==> src/rtl/core_lock_pkg.sv <==
// Shared types and constants for the two-core lock arbiter.
package core_lock_pkg;

  localparam int STATE_W = 2;

  localparam logic CORE0 = 1'b0;
  localparam logic CORE1 = 1'b1;

  typedef enum logic [STATE_W-1:0] {
    IDLE = 2'd0,
    OWN0 = 2'd1,
    OWN1 = 2'd2
  } state_t;

endpackage

==> src/rtl/core_lock_arbiter_hold_timer.sv <==
// Hold watchdog: counts cycles of ownership and flags when the limit is hit.
module hold_timer #(
  parameter int TIMEOUT = 255,
  parameter int CNT_W   = 8
) (
  input  logic clk,
  input  logic rst,
  input  logic clr,
  input  logic en,
  output logic expired
);

  logic [CNT_W-1:0] r_cnt;
  logic [CNT_W:0]   w_cnt_inc;

  always_ff @(posedge clk or negedge rst) begin
    if (!rst)     r_cnt <= '0;
    else if (clr) r_cnt <= '0;
    else if (en)  r_cnt <= r_cnt + 1'b1;
  end

  // Fires on the cycle whose increment would reach TIMEOUT, so the revoke
  // edge lands exactly TIMEOUT cycles after the grant edge.
  assign w_cnt_inc = {1'b0, r_cnt} + (CNT_W+1)'(1);
  assign expired   = en && !clr && (w_cnt_inc == (CNT_W+1)'(TIMEOUT));

endmodule

==> src/rtl/core_lock_arbiter.sv <==
// Two-core lock arbiter with round-robin tie break and zero-bubble handoff.
// Optional hold watchdog enabled by defining CORE_LOCK_TIMEOUT_EN.
module core_lock_arbiter
  import core_lock_pkg::*;
#(
  parameter int TIMEOUT = 255,
  parameter int CNT_W   = 8
) (
  input  logic       clk,
  input  logic       rst,
  input  logic [1:0] req,
  input  logic [1:0] rel,
  output logic [1:0] stall,
  output logic [1:0] grant,
  output logic       owner,
  output logic       busy,
  output logic       timeout_flag
);

  if (TIMEOUT >= (1 << CNT_W)) begin : g_bad_timeout
    $error("TIMEOUT must be below 2**CNT_W");
  end

  state_t     r_state;
  state_t     w_state_next;
  logic       r_prio;
  logic       w_prio_next;
  logic       w_grant_evt;
  logic       w_timeout;
  logic       w_expired;
  logic [1:0] w_grant_next;
  logic       w_owner_next;

  logic [1:0] r_stall;
  logic [1:0] r_grant;
  logic       r_owner;
  logic       r_busy;
  logic       r_timeout_flag;

`ifdef CORE_LOCK_TIMEOUT_EN
  hold_timer #(
    .TIMEOUT (TIMEOUT),
    .CNT_W   (CNT_W)
  ) u_hold_timer (
    .clk     (clk),
    .rst     (rst),
    .clr     (w_grant_evt),
    .en      (r_state != IDLE),
    .expired (w_expired)
  );
`else
  assign w_expired = 1'b0;
`endif

  always_comb begin
    w_state_next = r_state;
    w_prio_next  = r_prio;
    w_grant_evt  = 1'b0;
    w_timeout    = 1'b0;
    case (r_state)
      IDLE: begin
        if (req[0] && (!req[1] || r_prio == CORE0)) begin
          w_state_next = OWN0;
          w_prio_next  = CORE1;
          w_grant_evt  = 1'b1;
        end else if (req[1]) begin
          w_state_next = OWN1;
          w_prio_next  = CORE0;
          w_grant_evt  = 1'b1;
        end
      end
      OWN0: begin
        // Dropping req counts as a release; rel wins over a held req.
        if (rel[0] || !req[0] || w_expired) begin
          w_timeout = w_expired && !rel[0] && req[0];
          if (req[1]) begin
            w_state_next = OWN1;
            w_prio_next  = CORE0;
            w_grant_evt  = 1'b1;
          end else begin
            w_state_next = IDLE;
            if (w_expired) w_prio_next = CORE1;
          end
        end
      end
      OWN1: begin
        if (rel[1] || !req[1] || w_expired) begin
          w_timeout = w_expired && !rel[1] && req[1];
          if (req[0]) begin
            w_state_next = OWN0;
            w_prio_next  = CORE1;
            w_grant_evt  = 1'b1;
          end else begin
            w_state_next = IDLE;
            if (w_expired) w_prio_next = CORE0;
          end
        end
      end
      default: w_state_next = IDLE;
    endcase
  end

  always_comb begin
    w_grant_next = {w_state_next == OWN1, w_state_next == OWN0};
    w_owner_next = r_owner;
    if (w_state_next == OWN0) w_owner_next = CORE0;
    if (w_state_next == OWN1) w_owner_next = CORE1;
  end

  always_ff @(posedge clk or negedge rst) begin
    if (!rst) begin
      r_state        <= IDLE;
      r_prio         <= CORE0;
      r_stall        <= 2'b00;
      r_grant        <= 2'b00;
      r_owner        <= CORE0;
      r_busy         <= 1'b0;
      r_timeout_flag <= 1'b0;
    end else begin
      r_state        <= w_state_next;
      r_prio         <= w_prio_next;
      r_stall        <= req & ~w_grant_next;
      r_grant        <= w_grant_next;
      r_owner        <= w_owner_next;
      r_busy         <= (w_state_next != IDLE);
      r_timeout_flag <= w_timeout;
    end
  end

  assign stall        = r_stall;
  assign grant        = r_grant;
  assign owner        = r_owner;
  assign busy         = r_busy;
  assign timeout_flag = r_timeout_flag;

endmodule

==> config.mk <==
export PLATFORM = sky130hd
export DESIGN_NAME = core_lock_arbiter
export DESIGN_NICKNAME = d
export VERILOG_FILES = /design/src/rtl/core_lock_pkg.sv /design/src/rtl/core_lock_arbiter_hold_timer.sv /design/src/rtl/core_lock_arbiter.sv
export SDC_FILE = /design/constraint.sdc
export NUM_CORES = 1
export LEC_CHECK = 0
export ABC_AREA = 1
export BUFFER_PORTS_ARGS = -buffer_cell sky130_fd_sc_hd__buf_2
export CAP_MARGIN = 25
export CORE_AREA = 2 2 39 41
export DETAILED_ROUTE_END_ITERATION = 16
export DIE_AREA = 0 0 41 43
export PLACE_DENSITY = 0.7
export REMOVE_ABC_BUFFERS = 1
export SLEW_MARGIN = 30
export SYNTH_ARGS = -nofsm -noshare
export SYNTH_HDL_FRONTEND = slang
export SYNTH_SLANG_ARGS = --single-unit
==> constraint.sdc <==
create_clock -name clk -period 2.15 [get_ports clk]
set_input_delay 0.215 -clock clk [delete_from_list [all_inputs] [get_ports clk]]
set_output_delay 0.215 -clock clk [all_outputs]
set_load 0.005 [all_outputs]
### Yosys cells after proc, flatten, opt, wreduce, memory -nomap -nowiden

Cells that the tools add are included.

| storage, ports and cells | value |
|---|---|
| ROM bits | 0 |
| output and inout port bits | 7 |
| bits in latches | 0 |
| flip-flop bits (word level) | 9 |
| memories | 0 |
| input port bits | 6 |
| logic and storage cells | 42 |
| memory bits (writable) | 0 |

| cells by class | value |
|---|---|
| $mul | 0 |
| div/mod/pow operators | 0 |
| shifts and indexed selects | 0 |
| reduce and logical (&&, ||, !) cells | 11 |
| add/subtract/negate cells | 0 |
| $lt $le $gt $ge | 0 |
| bitwise gates (word level) | 3 |
| equality and inequality tests | 7 |
| mux-type cells | 15 |

Operator list:

| cell | number |
|---|---|
| $mux 2 | 5 |
| $mux 1 | 8 |
| $ne 2x2->1 const B | 3 |
| $pmux 2 s3 | 1 |
| $eq 2x1->1 const B | 2 |
| $eq 2x2->1 const B | 2 |
| $reduce_and 4->1 | 1 |
| $reduce_bool 2->1 | 2 |
| $logic_or 1x1->1 | 3 |
| $pmux 1 s3 | 1 |
| $reduce_bool 3->1 | 1 |
| $and 2x2->2 | 1 |
| $logic_not 1->1 | 2 |
| $logic_not 2->1 | 1 |
| $not 2->2 | 1 |
| $logic_and 1x1->1 | 1 |
| $not 1->1 | 1 |

### Depth between registers and ports, before layout

Gate-level depths: netlist (run 1).

| depth | value |
|---|---|
| depth after elaboration | 8 |
| depth in mapped cells | 10 |
| depth with buffers taken out | 10 |

### Least setup slack after synthesis (run 1)

OpenSTA, ideal clock, no wires.

| timing | value |
|---|---|
| kind | reg-to-reg |
| from | reg r_state[0] |
| to | reg r_owner (netlist: owner) |
| setup time | 0.125 ns |
| clock period less this slack | 1.792 ns |
| path slack | 0.358 ns |
| stages on the path, launching flop included | 8 |
| path buffers | 0 |
| data required time | 2.025 ns |
| arrival | 1.668 ns |
| cell sequence | dfrtp_1 -> inv_1 -> ha_1 -> nand3_1 -> a21oi_1 -> o21ai_0 -> ha_1 -> mux2_2 |

| on the way | value |
|---|---|
| longest elaborated chain between the ends | 5 |
| elaborated cells between the ends (all ways) | 12 |
| those cells by class | 4 x eq/ne; 6 x mux; 2 x reduce/logical |

RTL lines:

| element | line | text |
|---|---|---|
| from (decl) | core_lock_arbiter.sv:24 | `state_t r_state;` |
| from (signal assigned) | core_lock_arbiter.sv:120 | `r_state <= w_state_next;` |
| $mux 2 | core_lock_arbiter.sv:66 | `end else if (req[1]) begin` |
| $mux 2 | core_lock_arbiter.sv:62 | `if (req[0] && (!req[1] \|\| r_prio == CORE0)) begin` |
| $pmux 2 s3 * | core_lock_arbiter.sv:60 | `case (r_state)` |
| $eq 2x2->1 / $eq 2x1->1 (equally long branches) | core_lock_arbiter.sv:107, core_lock_arbiter.sv:106 |  |
| $mux 1 / $reduce_bool 2->1 (equally long branches) | n/a |  |
| to (signal assigned) | core_lock_arbiter.sv:124 | `r_owner <= w_owner_next;` |
| to (decl) | core_lock_arbiter.sv:36 | `logic r_owner;` |

Every way passes the cells marked *; elsewhere a longest branch is shown, timed or not.
A chain may end at the register's enable or synchronous reset.

### Worst setup path in the final report (run 1)

Same ends and word-level chain as after synthesis.

==> results of run 1 <==
## through the flow
stage / power, W / area [sq um] / utilization / std cells
after floorplan: 0.000559 / 534 / - / 65
after global placement: 0.000662 / 609 / 0.440 / 92
after detailed placement: 0.000673 / 609 / 0.440 / 92
after CTS: 0.000815 / 646 / 0.467 / 97
after global routing: 0.000895 / 646 / 0.467 / 97
final: 0.000804 / 646 / 0.467 / 97
## cell type report
| type | count | area (sq um) |
|---|---|---|
| timing repair buffer | 12 | 65.1 |
| sequential | 9 | 225 |
| multi-input combinational | 45 | 268 |
| tap | 16 | 20.0 |
| fill | 136 | 738 |
| inverter | 11 | 41.3 |
| clock buffer | 4 | 26.3 |
## layer usage
layer,vias to the layer above,GRT usage,part of all wire
met1,206,0.169,0.41
met3,0,0.0471,0.032
met2,13,0.247,0.55
li1,233,-,-
met4,0,0.0400,0
met5,-,0,0
## cell families (layout without fill, tap and decap cells)
group | Yosys count | count (layout) | share of synthesized area
compound gates | 6 | 6 | 0.0647
fa+ha+maj | 7 | 7 | 0.162
buf+inv | 12 | 27 | 0.0901
flops | 9 | 9 | 0.416
mux | 1 | 1 | 0.0208
other cells | 1 | 1 | 0.00692
simple gates | 30 | 30 | 0.240
## synthesized netlist by cell type, drive strengths merged
cell	instances	area share
a21oi	2	0.018
o21ai	2	0.018
mux2	1	0.021
nor2	5	0.035
nand2	17	0.12
o21bai	2	0.028
inv	11	0.076
dfrtp	9	0.42
buf	1	0.014
nand3	8	0.083
conb	1	0.0069
ha	7	0.16
## registers in the layout (all words and copies together), names as in the netlist
| register | flops |
|---|---|
| r_prio | 1 |
| owner | 1 |
| busy | 1 |
| stall | 2 |
| grant | 2 |
| r_state | 2 |
## report_power, final
group / internal [W] / switching (W) / leakage (nW)
registers: 0.000237 / 0.0000341 / 0.114
clock network: 0.0000716 / 0.0000624 / 0.0150
logic: 0.000173 / 0.000226 / 0.254
## worst paths after layout
path                             from         end  slack, ps  cells past startpoint
max                        r_state[0]       owner        190                      7
min reg2reg                     owner       owner        500                      1
max in group asynchronous         rst  r_state[0]       1640                      2
min                            req[0]    stall[0]        210                      3
max reg2reg                r_state[0]       owner        190                      7
min in group asynchronous         rst        busy        330                      2
## critical path: cells and delay by family, from the launching register on
kind,cells,cell delay [ps]
adders and majority gates,2,530
AOI/OAI and AO/OA,2,340
muxes,1,320
DFF,1,420
buffers and inverters,1,100
and+or+nand+nor,1,140
## timing repair
action                    4_1_cts  5_1_grt
hold buffers                    1        0
hold endpoints to repair        9        0
setup buffers                   0        0
==> impl_results.md, run 1 <==
- Worst clock skew: 2.34 ps
- Max incr delay on CP: 420 ps
- H-tree Lvls: 1
- Routed Antenna Nets: 0
- Clk slew on worst S/H paths: 70 ps
- Worst-case clock buffer depth: 2
- I/O Buffers: 11
- WHS: roughly 200 ps
- Synthesis-to-layout area growth: 19.2%
- Chip width: 41 microns
- Die height: 43 microns
- Fin. max-slew vios: 0
- Vias: 452
- Most frequent cells in the layout: nand2_1 (16), inv_1 (11), buf_2 (11), dfrtp_1 (9)
- TritonCTS Buffers: 3
- Syn Inst Count: 66
- CP Cell Sequence: inv_1 > ha_1 > nand3_1 > a21oi_1 > o21ai_0 > ha_1 > mux2_2
- CTS root buf: clkbuf_4
- Final worst setup slack: 194 ps
- Starting Density: 0.392
- Initial antenna violation count: 0
- Netlist cell types: 14
- CP Class: flip-flop to flip-flop
- First-pass GRT wire length: 1.73 mm
- Final setup fails: 0
- FP Rows: 14
- PwrDens: 1250 nW/um^2
- Crit. End Element: flip-flop
- Yosys warns: 0
- First DRT Iteration DRCs: 9
- Synthesized area per cell: just over 8 sq um
- Minimum clock period: ~2000 ps
- Worst EP arrival: 2100 ps
- RSZ-0062 raised after global routing: false
- Worst VDD drop: approximately 420 uV
- DP Worst Slack: 205 ps
- Most common cell after layout, fill and taps aside: nand2_1
- Tightest Hold Check Type: primary input to flip-flop
- Aggregate global routing overflow: 0
- Cts repair resizes: 0
- # DRC: 0
- # diodes: 0
- Routed WL: 985 microns
- Highest Clock Rate: ~510 MHz
- CTS tree: done
- CP startpoint kind: flip-flop
- GRT Total Usage: 0.147
- Clock Latency Late Sink: 260 ps
- Die area: 1760 sq um
- Gpl congestion: 0.805
- DR vias/cell: 4.66
- Pin count of the biggest net entering global routing: 10
- Fraction of layout cells with a size suffix above 1: 0.210
- Max Cap Viol: 0
- Critical Path Fanout Max: 5
- DR WL/cell: about 10 microns
- Syn Std Cell Area: 542 sq um
- Critical Path Most Common Cell: ha_1
- Critical Path Slowest Stage Cell: dfrtp_1
- FF+latch count, synth: 9
- Drt first pass iters: 4
- Post-DP HPWL: 798 microns
- Num ports: 13
- Final Hold Vio Count: 0
- Clk sinks: 9
- Period utilization: 0.910
- Leakage: 0.382 nW
- Core box area: approximately 1400 sq um
- Setup tns final: 0 ps
- Critical Path RT: approximately 2300 ps
- Sequential area share after synthesis: 0.416
- Nets: 95
- Run status: finished, final reports clean
- Vias in the first global route: 428
(Power assumes the default switching activity.)
==> run 2, diff against run 1 <==
--- a/config.mk
+++ b/config.mk
@@ -5,7 +5,6 @@
 export SDC_FILE = /design/constraint.sdc
 export NUM_CORES = 1
 export LEC_CHECK = 0
-export ABC_AREA = 1
 export BUFFER_PORTS_ARGS = -buffer_cell sky130_fd_sc_hd__buf_2
 export CAP_MARGIN = 25
 export CORE_AREA = 2 2 39 41
==> impl_results.md, run 2 <==
- Worst-case clock buffer depth: 2 (unchanged)
- Multi-input logic area: 298 sq um (+11%)
- Syn Std Cell Area: 538 sq um (-0.69%)
- DR WL/cell: 11.4 microns (+12%)
- Hold Crit Start: req[1]
- Post-DP HPWL: 767 microns (-3.9%)
- Worst clock skew: 8.25 ps (+5.91 ps)
- Sequential cell area: 226 sq um (+0.56%)
- Syn Inst Count: 53 (-20%)
- Minimum clock period: 2040 ps (+86.1 ps)
- Chip width: 41 microns (unchanged)
- Ys async rst share: 1.00 (unchanged)
- Fraction of layout cells with a size suffix above 1: 0.347 (+0.137)
- Critical Path RT: 2300 ps (about the same)
- EDFF count, synth: 0 (unchanged)
- Max incr delay on CP: 460 ps (+40 ps)
- CP startpoint kind: flip-flop
- Crit path max-delay family: adder cells
- Synthesized area per cell: 10.2 sq um (+24%)
- Vias: 443 (-2.0%)
- Netlist cell types: 25 (+11)
- Routed WL: 1.00 mm (+1.9%)
- Fin. max-slew vios: 0 (unchanged)
- Tightest Hold Check Type: primary input to flip-flop
- Worst VDD drop: 432 uV (+3.1%)
- R2r startpoint: r_state[0]
- Die height: 43 microns (unchanged)
- Max Cap Viol: 0 (unchanged)
- Gpl congestion: 0.752 (-6.5%)
- Synthesis-to-layout area growth: 27.9%
- Top cell type's share of synthesized area: 0.419 (+0.00290)
- TritonCTS Buffers: 3 (unchanged)
- Worst EP arrival: 2190 ps (+90 ps)
- First DRT Iteration DRCs: 4 (-5)
- Vias in the first global route: 438 (+2.3%)
- Crit. End Element: flip-flop
- Critical Path Slowest Stage Cell: dfrtp_2
- Synth area leaders: dfrtp_1 (42%), ha_1 (16%), inv_1 (4.2%)
- Clock Latency Late Sink: 270 ps (about the same)
- CP Cell Sequence: inv_2 > ha_2 > inv_1 > o211ai_1 > a22oi_1 > or2_1 > ha_1 > mux2_2
- DR vias/cell: 5.03 (+8.0%)
- Synth area leader: dfrtp_1
- Power Total: 0.000872 W (+8.4%)
- Highest Clock Rate: 490 MHz (-4.2%)
- Yosys warns: 0 (unchanged)
- FP Rows: 14 (unchanged)
- Core box area: 1380 sq um (unchanged)
- Clk slew on worst S/H paths: 70 ps (about the same)
- Aggregate global routing overflow: 0 (unchanged)
- Initial antenna violation count: 0 (unchanged)
- Nets: 86 (-9.5%)
- Leakage: 0.346 nW (-9.5%)
- WHS: 260 ps (+54.4 ps)
- GRT Total Usage: 0.155 (+0.00780)
- Period utilization: 0.950 (+0.0400)
- Clk sinks: 9 (unchanged)
- Drt first pass iters: 4 (unchanged)
- Routed Antenna Nets: 0 (unchanged)
- CTS root buf: clkbuf_4
- Most frequent cells in the layout: buf_2 (11), dfrtp_1 (8), inv_1 (5), ha_1 (5), buf_4 (4)
- Final Hold Vio Count: 0 (unchanged)
- # fillers: 128 (-5.9%)
- I/O Buffers: 11 (unchanged)
- Top cells by count, synth: dfrtp_1 (9), ha_1 (7), inv_1 (6)
- Worst Setup SP: r_state[0]
- FF+latch count, synth: 9 (unchanged)
- Starting Density: 0.389 (-0.00271)
- Final setup fails: 0 (unchanged)
- # diodes: 0 (unchanged)
- Most frequent cell after synthesis: dfrtp_1
- Pin count of the biggest net entering global routing: 10 (unchanged)
- # DRC: 0 (unchanged)
- Sequential area share after synthesis: 0.419 (+0.00290)
- Num ports: 13 (unchanged)
- Run status: finished, final reports clean
- Buf/Inv on CP: 2 (+1)
- CP Class: flip-flop to flip-flop
- PwrDens: 1270 nW/um^2 (+1.7%)
- First-pass GRT wire length: 1.77 mm (+2.0%)
- Most common cell after layout, fill and taps aside: buf_2
- Top FF cell, synth: dfrtp_1
- CTS tree: done
- H-tree Lvls: 1 (unchanged)
- Critical Path Fanout Max: 5 (unchanged)
- Die area: 1760 sq um (unchanged)
-- run 2: final cells by class --
class,count,area share
Tap cell,16,0.0291
Inverter,6,0.0327
Timing Repair Buffer,16,0.138
Sequential cell,9,0.329
Clock buffer,4,0.0382
Multi-Input combinational cell,37,0.433
-- run 2: timing repair --
action | in CTS | in global routing
gates resized for setup | 0 | 5
endpoints found under the hold margin | 9 | 0
setup endpoints to repair | 0 | 1
buffers inserted | 0 | 3
hold buffers | 1 | 0
-- run 2: power by group --
group,total (W),switching [W],internal (W)
sequential,0.000281,0.0000403,0.000241
clock,0.000136,0.0000643,0.0000717
combinational,0.000455,0.000219,0.000235
total,0.000872,0.000324,0.000548
-- run 2: path summary, 6_finish.rpt --
kind                              endpoint  slack (ps)  cells past startpoint
worst min register to register       owner         500                      1
worst max-delay path                 owner         110                      8
max in group asynchronous       r_state[0]        1640                      2
worst max register to register       owner         110                      8
worst min-delay path              stall[1]         260                      2
min in group asynchronous         stall[0]         320                      2
-- run 2: cell families (layout without fill, tap and decap cells) --
kind of cell             count (synthesis)  count (layout)  synth area share
AND/OR/NAND/NOR                         15              15             0.158
AO/OA/AOI/OAI                           12              12             0.149
adder cells (fa/ha/maj)                  7               7             0.163
flip-flops                               9               9             0.419
buffers and inverters                    7              26            0.0558
other                                    1               1           0.00697
multiplexers                             2               2            0.0488
-- run 2: stage by stage --
step,instances,utilization,setup WS [ps],instance area [sq um],TNS (ps)
global route,88,0.497,-9.89,688,-9.89
detailed placement,80,0.443,83.3,613,0
CTS,85,0.469,59.2,649,0
finish,88,0.497,108,688,0
floorplan,52,-,212,531,0
global placement,80,0.443,96.9,613,0
-- run 2: layer usage --
metal / wire (microns) / part of all wire / track usage / vias to the layer above
li1: - / - / - / 215
met1: 390 / 0.39 / 0.158 / 211
met2: 535 / 0.53 / 0.244 / 12
met3: 39 / 0.039 / 0.0471 / 5
met4: 39 / 0.039 / 0.120 / 0
met5: 0 / 0 / 0 / -
